$ cat src/rtl/regfile_pkg.sv
// Shared definitions for the register-file write-back scheduler.
//   DATA_W   : write-data width
//   ADDR_W   : register address width
//   NUM_REGS : number of architectural registers (2**ADDR_W)
//   req_e    : requester encoding used by the round-robin pointer
package regfile_pkg;

  localparam int DATA_W   = 16;
  localparam int ADDR_W   = 4;
  localparam int NUM_REGS = 1 << ADDR_W;

  typedef enum logic {
    REQ_EX  = 1'b0,
    REQ_MEM = 1'b1
  } req_e;

endpackage

$ cat src/rtl/wb_rr_arbiter.sv
// Two-way round-robin arbiter between the EX and MEM write-back requesters.
//
// Ports:
//   clock, clear  : rising-edge clock, asynchronous active-low reset
//   ex_valid_i    : EX requests the write port
//   mem_valid_i   : MEM requests the write port
//   ex_ready_o    : EX granted this cycle (combinational)
//   mem_ready_o   : MEM granted this cycle (combinational)
//   gnt_valid_o   : some requester granted this cycle
//   gnt_sel_o     : which requester was granted (valid only with gnt_valid_o)
//   ptr_o         : priority pointer, the requester that wins a tie
//
// Handshake: a transfer happens in any cycle where valid and ready are both
// high; the requester keeps valid and payload stable until it sees ready.
// Ready never depends on anything but the two valids and the pointer, and at
// most one ready is high per cycle.
module wb_rr_arbiter
  import regfile_pkg::*;
(
  input  logic clock,
  input  logic clear,
  input  logic ex_valid_i,
  input  logic mem_valid_i,
  output logic ex_ready_o,
  output logic mem_ready_o,
  output logic gnt_valid_o,
  output req_e gnt_sel_o,
  output req_e ptr_o
);

  req_e ptr_q, ptr_d;

  always_comb begin
    ex_ready_o  = ex_valid_i  & (~mem_valid_i | (ptr_q == REQ_EX));
    mem_ready_o = mem_valid_i & (~ex_valid_i  | (ptr_q == REQ_MEM));
    gnt_valid_o = ex_ready_o | mem_ready_o;
    gnt_sel_o   = mem_ready_o ? REQ_MEM : REQ_EX;
    // Every grant hands priority to the other side, so a requester that
    // keeps asking loses at most one tie in a row.
    ptr_d = ptr_q;
    if (ex_ready_o) begin
      ptr_d = REQ_MEM;
    end else if (mem_ready_o) begin
      ptr_d = REQ_EX;
    end
  end

  always_ff @(posedge clock or negedge clear) begin
    if (!clear) begin
      ptr_q <= REQ_EX;
    end else begin
      ptr_q <= ptr_d;
    end
  end

  assign ptr_o = ptr_q;

endmodule

$ cat src/rtl/regfile_wb_scheduler.sv
// Shares the single register-file write port between EX and MEM write-back,
// keeps a busy scoreboard of destinations with writes outstanding, and
// flags read-after-write hazards for the issue stage.
//
// Ports:
//   clock, clear            : rising-edge clock, asynchronous active-low reset
//   ex_valid/reg/data       : EX write-back request and payload
//   ex_ready                : EX request accepted this cycle
//   mem_valid/reg/data      : MEM write-back request and payload
//   mem_ready               : MEM request accepted this cycle
//   issue_valid/issue_reg   : issue stage reserving a destination register
//   issue_ready             : reservation accepted (destination not busy)
//   rs1, rs2                : sources of the issuing instruction
//   hazard                  : rs1 or rs2 has a pending write
//   busy_mask               : scoreboard, bit i = register i pending
//   rf_we/rf_waddr/rf_wdata : registered write controls to register_file
//   arb_ptr                 : arbiter priority pointer (observability)
module regfile_wb_scheduler
  import regfile_pkg::*;
(
  input  logic                clock,
  input  logic                clear,
  input  logic                ex_valid,
  input  logic [ADDR_W-1:0]   ex_reg,
  input  logic [DATA_W-1:0]   ex_data,
  output logic                ex_ready,
  input  logic                mem_valid,
  input  logic [ADDR_W-1:0]   mem_reg,
  input  logic [DATA_W-1:0]   mem_data,
  output logic                mem_ready,
  input  logic                issue_valid,
  input  logic [ADDR_W-1:0]   issue_reg,
  output logic                issue_ready,
  input  logic [ADDR_W-1:0]   rs1,
  input  logic [ADDR_W-1:0]   rs2,
  output logic                hazard,
  output logic [NUM_REGS-1:0] busy_mask,
  output logic                rf_we,
  output logic [ADDR_W-1:0]   rf_waddr,
  output logic [DATA_W-1:0]   rf_wdata,
  output req_e                arb_ptr
);

  logic                gnt_valid;
  req_e                gnt_sel;
  logic [ADDR_W-1:0]   gnt_reg;
  logic [DATA_W-1:0]   gnt_data;
  logic                issue_fire;
  logic [NUM_REGS-1:0] set_mask, clr_mask;

  logic [NUM_REGS-1:0] busy_q, busy_d;
  logic                we_q, we_d;
  logic [ADDR_W-1:0]   waddr_q, waddr_d;
  logic [DATA_W-1:0]   wdata_q, wdata_d;

  wb_rr_arbiter u_arb (
    .clock       (clock),
    .clear       (clear),
    .ex_valid_i  (ex_valid),
    .mem_valid_i (mem_valid),
    .ex_ready_o  (ex_ready),
    .mem_ready_o (mem_ready),
    .gnt_valid_o (gnt_valid),
    .gnt_sel_o   (gnt_sel),
    .ptr_o       (arb_ptr)
  );

  always_comb begin
    gnt_reg  = (gnt_sel == REQ_MEM) ? mem_reg  : ex_reg;
    gnt_data = (gnt_sel == REQ_MEM) ? mem_data : ex_data;

    // A busy destination blocks the reservation, so at most one write per
    // register is ever outstanding and a single busy bit is enough.
    issue_ready = ~busy_q[issue_reg];
    issue_fire  = issue_valid & issue_ready;

    set_mask = '0;
    clr_mask = '0;
    if (issue_fire) set_mask[issue_reg] = 1'b1;
    if (gnt_valid)  clr_mask[gnt_reg]   = 1'b1;
    // Clear first, then set: a same-edge reservation survives the write-back.
    busy_d = (busy_q & ~clr_mask) | set_mask;

    // Address and data only move on a grant; they hold while rf_we is low.
    we_d    = gnt_valid;
    waddr_d = gnt_valid ? gnt_reg  : waddr_q;
    wdata_d = gnt_valid ? gnt_data : wdata_q;

    // No bypass: the hazard reflects the registered mask only.
    hazard = busy_q[rs1] | busy_q[rs2];
  end

  always_ff @(posedge clock or negedge clear) begin
    if (!clear) begin
      busy_q  <= '0;
      we_q    <= 1'b0;
      waddr_q <= '0;
      wdata_q <= '0;
    end else begin
      busy_q  <= busy_d;
      we_q    <= we_d;
      waddr_q <= waddr_d;
      wdata_q <= wdata_d;
    end
  end

  assign busy_mask = busy_q;
  assign rf_we     = we_q;
  assign rf_waddr  = waddr_q;
  assign rf_wdata  = wdata_q;

endmodule

$ cat config.mk
export PLATFORM = sky130hd
export DESIGN_NAME = regfile_wb_scheduler
export DESIGN_NICKNAME = d
export VERILOG_FILES = /design/src/rtl/regfile_pkg.sv /design/src/rtl/wb_rr_arbiter.sv /design/src/rtl/regfile_wb_scheduler.sv
export SDC_FILE = /design/constraint.sdc
export NUM_CORES = 1
export LEC_CHECK = 0
export BUFFER_PORTS_ARGS = -buffer_cell sky130_fd_sc_hd__buf_2
export CAP_MARGIN = 20
export CORE_MARGIN = 2
export CORE_UTILIZATION = 50
export CTS_BUF_LIST = sky130_fd_sc_hd__clkbuf_2
export DETAILED_ROUTE_END_ITERATION = 7
export PLACE_DENSITY = 0.9
export SYNTH_ARGS = -nofsm -noshare
export SYNTH_HDL_FRONTEND = slang
export SYNTH_SLANG_ARGS = --single-unit
$ cat constraint.sdc
create_clock -name clock -period 2.4 [get_ports clock]
set_clock_uncertainty 0.05 [all_clocks]
set_input_delay 0.12 -clock clock [delete_from_list [all_inputs] [get_ports clock]]
set_output_delay 0.12 -clock clock [all_outputs]
set_load 0.005 [all_outputs]
==> impl_metrics.prom <==
# TYPE chip_impl_metric gauge
chip_impl_metric{name="route.detailed.drc",unit=""} 0
chip_impl_metric{name="design_area",unit="sq um"} 3300
chip_impl_metric{name="drt_first_iter_violations",unit=""} 125
chip_impl_metric{name="routed-via-count",unit=""} 2650
chip_impl_metric{name="drt_pass1_iterations",unit=""} 4
chip_impl_metric{name="number_of_synthesized_flops_with_an_enable_pin",unit=""} 0
chip_impl_metric{name="netlist_area",unit="sq um"} 2410
chip_impl_metric{name="portion_of_total_power_attributed_to_combinational_logic",unit="%"} 41.9
chip_impl_metric{name="ys_seq_area_share",unit="%"} 39.5
chip_impl_metric{name="antenna_left",unit=""} 0
chip_impl_metric{name="max_cap_violations",unit=""} 0
chip_impl_metric{name="post-route-min-period",unit="ns"} 2.25
chip_impl_info{name="timing.hold.worst.start",value="mem_data[15]"} 1
chip_impl_metric{name="seqPwrFrac",unit="%"} 45.1
chip_impl_metric{name="power_switching_share",unit="%"} 36.5
chip_impl_info{name="worst_r2r_endpoint",value="rf_wdata[4]"} 1
chip_impl_info{name="synth-main-ff-cell",value="dfrtp_1"} 1
chip_impl_metric{name="yosys.area.top_type_share",unit="%"} 39.5
chip_impl_metric{name="multi_input_area",unit="sq um"} 1260
chip_impl_metric{name="area.sequential",unit="sq um"} 951
chip_impl_metric{name="global_route.usage.total",unit="%"} 28.4
chip_impl_info{name="timing.hold.worst_endpoint",value="rf_wdata[15]"} 1
chip_impl_metric{name="first_global_vias",unit=""} 2514
chip_impl_info{name="hold_path.class",value="in2reg"} 1
chip_impl_metric{name="power-per-cell-area",unit="nW/um^2"} 656
chip_impl_metric{name="setup-tns-final",unit="ns"} 0
chip_impl_metric{name="dpl.hpwl",unit="um"} 4840
chip_impl_metric{name="clock-sinks",unit=""} 38
chip_impl_info{name="cts_tree",value="done"} 1
chip_impl_metric{name="ctsHoldBuffers",unit=""} 35
chip_impl_metric{name="grt_first_pass_wirelength",unit="um"} 11700
chip_impl_metric{name="antenna-diode-count",unit=""} 0
chip_impl_metric{name="worst_ep_arrival_time",unit="ns"} 2.54
chip_impl_metric{name="die_height",unit="um"} 73.4
chip_impl_metric{name="antenna_violations_before_repair",unit=""} 0
chip_impl_metric{name="p_sw",unit="uW"} 790
chip_impl_metric{name="timing_worst_slew_pin_value",unit="ns"} 0.831
chip_impl_metric{name="die_area",unit="sq um"} 5390
chip_impl_info{name="kind_of_end_point_of_the_critical_path",value="flip-flop"} 1
chip_impl_info{name="synthMostInstantiatedCell",value="dfrtp_1"} 1
chip_impl_metric{name="regToRegSetupSlack",unit="ns"} 0.15
chip_impl_metric{name="die-width",unit="um"} 73.4
chip_impl_metric{name="syn-mean-instance-area",unit="sq um"} 9.64
chip_impl_metric{name="clock_power_share",unit="%"} 13.0
chip_impl_metric{name="wl",unit="um"} 7460
chip_impl_metric{name="grt_max_degree",unit=""} 50
chip_impl_metric{name="synth_async_sr_flop_share",unit="%"} 100
chip_impl_metric{name="numCtsBuffers",unit=""} 5
chip_impl_metric{name="critical_path_peak_fanout",unit=""} 18
chip_impl_metric{name="port-buffer-count",unit=""} 98
chip_impl_metric{name="detailed_place.area",unit="sq um"} 2910
chip_impl_metric{name="cts-root-to-sink-buffers",unit=""} 2
chip_impl_metric{name="synthesis.nets",unit=""} 307
chip_impl_metric{name="hold-path-cell-count",unit=""} 3
chip_impl_info{name="ys_top_cells_by_count",value="38 x dfrtp_1, 29 x inv_1, 25 x o22ai_1"} 1
chip_impl_metric{name="gp_congestion",unit=""} 0.823
chip_impl_metric{name="max-slew-margin-rel",unit="%"} 44.6
chip_impl_info{name="outcome",value="finished, final reports clean"} 1
chip_impl_metric{name="cts-resized-gates",unit=""} 0
chip_impl_metric{name="cts_post_setup_buffers_inserted",unit=""} 0
chip_impl_info{name="crit_type",value="reg2reg"} 1
chip_impl_metric{name="synth.yosys.warnings",unit=""} 0
chip_impl_info{name="critical_path.startpoint_type",value="flip-flop"} 1
chip_impl_metric{name="std_cell_rows",unit=""} 25
chip_impl_metric{name="worst-r2r-cell-count",unit=""} 6
chip_impl_metric{name="finalCritPeriodShare",unit="%"} 93.8
chip_impl_metric{name="netlist-cell-type-count",unit=""} 41
chip_impl_metric{name="power.static_leakage",unit="uW"} 0.00151
chip_impl_metric{name="post_drt_wl_per_cell",unit="um"} 17.3
chip_impl_metric{name="cts.reportedPaths.clkPinSlew",unit="ns"} 0.19
chip_impl_metric{name="layout.core_utilization",unit="%"} 70.2
chip_impl_metric{name="gr_overflow_total",unit=""} 0
chip_impl_metric{name="totalPowerFinal",unit="uW"} 2160
chip_impl_metric{name="floorplan.core_area",unit="sq um"} 4690
chip_impl_info{name="rsz_0062_raised_after_global_routing",value="false"} 1
chip_impl_metric{name="power.ir.vdd_worst",unit="mV"} 0.293
chip_impl_metric{name="setup_violation_total_in_the_final_timing_report",unit=""} 0
chip_impl_metric{name="synthesis.instances",unit=""} 250
chip_impl_metric{name="report.final.hold_viol_count",unit=""} 0
chip_impl_metric{name="worst_ep_required_time",unit="ns"} 2.69
chip_impl_metric{name="filler_cell_count",unit=""} 342
chip_impl_metric{name="ioPinCount",unit=""} 99
chip_impl_metric{name="area_growth",unit="%"} 36.8
chip_impl_metric{name="internal_power",unit="uW"} 1370
chip_impl_metric{name="drive_gt1_share",unit="%"} 33.4
chip_impl_info{name="crit-reg2reg-launch",value="u_arb.ptr_o"} 1
chip_impl_metric{name="timing_max_transition_violations_final",unit=""} 0
chip_impl_info{name="cts_root_buffer",value="clkbuf_2"} 1
chip_impl_metric{name="fmax",unit="GHz"} 0.444
chip_impl_info{name="netlist.top_cell.by_area",value="dfrtp_1"} 1
chip_impl_metric{name="htreeDepth",unit=""} 2
chip_impl_metric{name="start_util",unit="%"} 51.4
chip_impl_metric{name="route.detailed.vias_per_inst",unit=""} 6.15
chip_impl_metric{name="flip_flop_and_latch_count_after_synthesis",unit=""} 38
chip_impl_info{name="yosys-top-cells-area",value="dfrtp_1 39%, mux4_2 12%, o22ai_1 6.5%"} 1
chip_impl_metric{name="num-nets-final",unit=""} 433
chip_impl_metric{name="clock_insertion_delay_at_the_later_pin_of_the_skew_report",unit="ns"} 0.39
## per-stage QoR
step	hold WS [ns]	setup slack, ns	std cells
detailed placement	0.229	0.578	388
global placement	0.214	0.615	388
global route	0.00198	0.0424	431
floorplan	-0.226	0.817	250
finish	0.0271	0.150	431
CTS	0.00259	0.211	431
## area by class of cell
cell class,instances,area share (%)
timing repair buffer,136,26.2
inverter,31,3.53
clock buffer,6,0.911
clock inverter,2,0.266
sequential,38,28.9
tap,54,2.05
multi-input combinational,164,38.2
## power by group through the flow
stage	sequential, uW	clock, uW	combinational (uW)
final	976	281	906
after global routing	998	312	985
after CTS	968	293	890
after detailed placement	979	0	818
after global placement	973	0	786
after floorplan	945	0	480
## how the worst max path moves through the flow
stage                      start           end  slack (ns)  cells past startpoint
CTS                 busy_mask[9]   issue_ready        0.21                      4
floorplan            u_arb.ptr_o  busy_mask[0]        0.82                      4
detailed placement   u_arb.ptr_o  busy_mask[0]        0.58                      4
finish               u_arb.ptr_o   rf_wdata[4]        0.15                      6
global placement     u_arb.ptr_o  busy_mask[0]        0.62                      4
global route         u_arb.ptr_o  rf_wdata[14]        0.04                      6
## layer usage
layer  share of wire [%]  wire (um)  vias to the layer above  GRT usage (%)
met5                   0          0                        -              0
met4                 1.4        102                        0           9.29
met3                 8.4        623                       12           7.27
met2                  51       3790                      153           48.9
met1                  39       2950                     1264           35.0
li1                    -          -                     1221              -
## layout by cell type (no fill, tap or decap), drive strengths merged, types with 8 or more instances in the layout
cell         synthesis  routed
buf                  6     101
dfrtp               38      38
dlygate4sd3          0      35
inv                 30      30
o22ai               25      25
nor2                21      21
a21oi               21      21
a31oi               18      18
mux4                13      13
o2bb2ai              8       8
## critical path, cell delays in order, from the launching register on
cell	delay, ns
dfrtp_1	0.46
nand2b_1	0.32
nand2_1	0.24
buf_4	0.27
o22ai_1	0.10
a31oi_1	0.17
dlygate4sd3_1	0.58
## logic make-up after synthesis
kind of cell	count (synthesis)	share of synthesized area [%]
mux	18	14.3
compound gates	101	28.2
buf+inv	48	8.31
simple gates	45	9.76
flops	38	39.5
## flip-flops by register name, summed over array words and instances, names as in the netlist
signal       cells
busy_mask       16
rf_wdata        16
rf_waddr         4
rf_we            1
u_arb.ptr_o      1
Note: power is estimated with default switching activity, not from simulation.
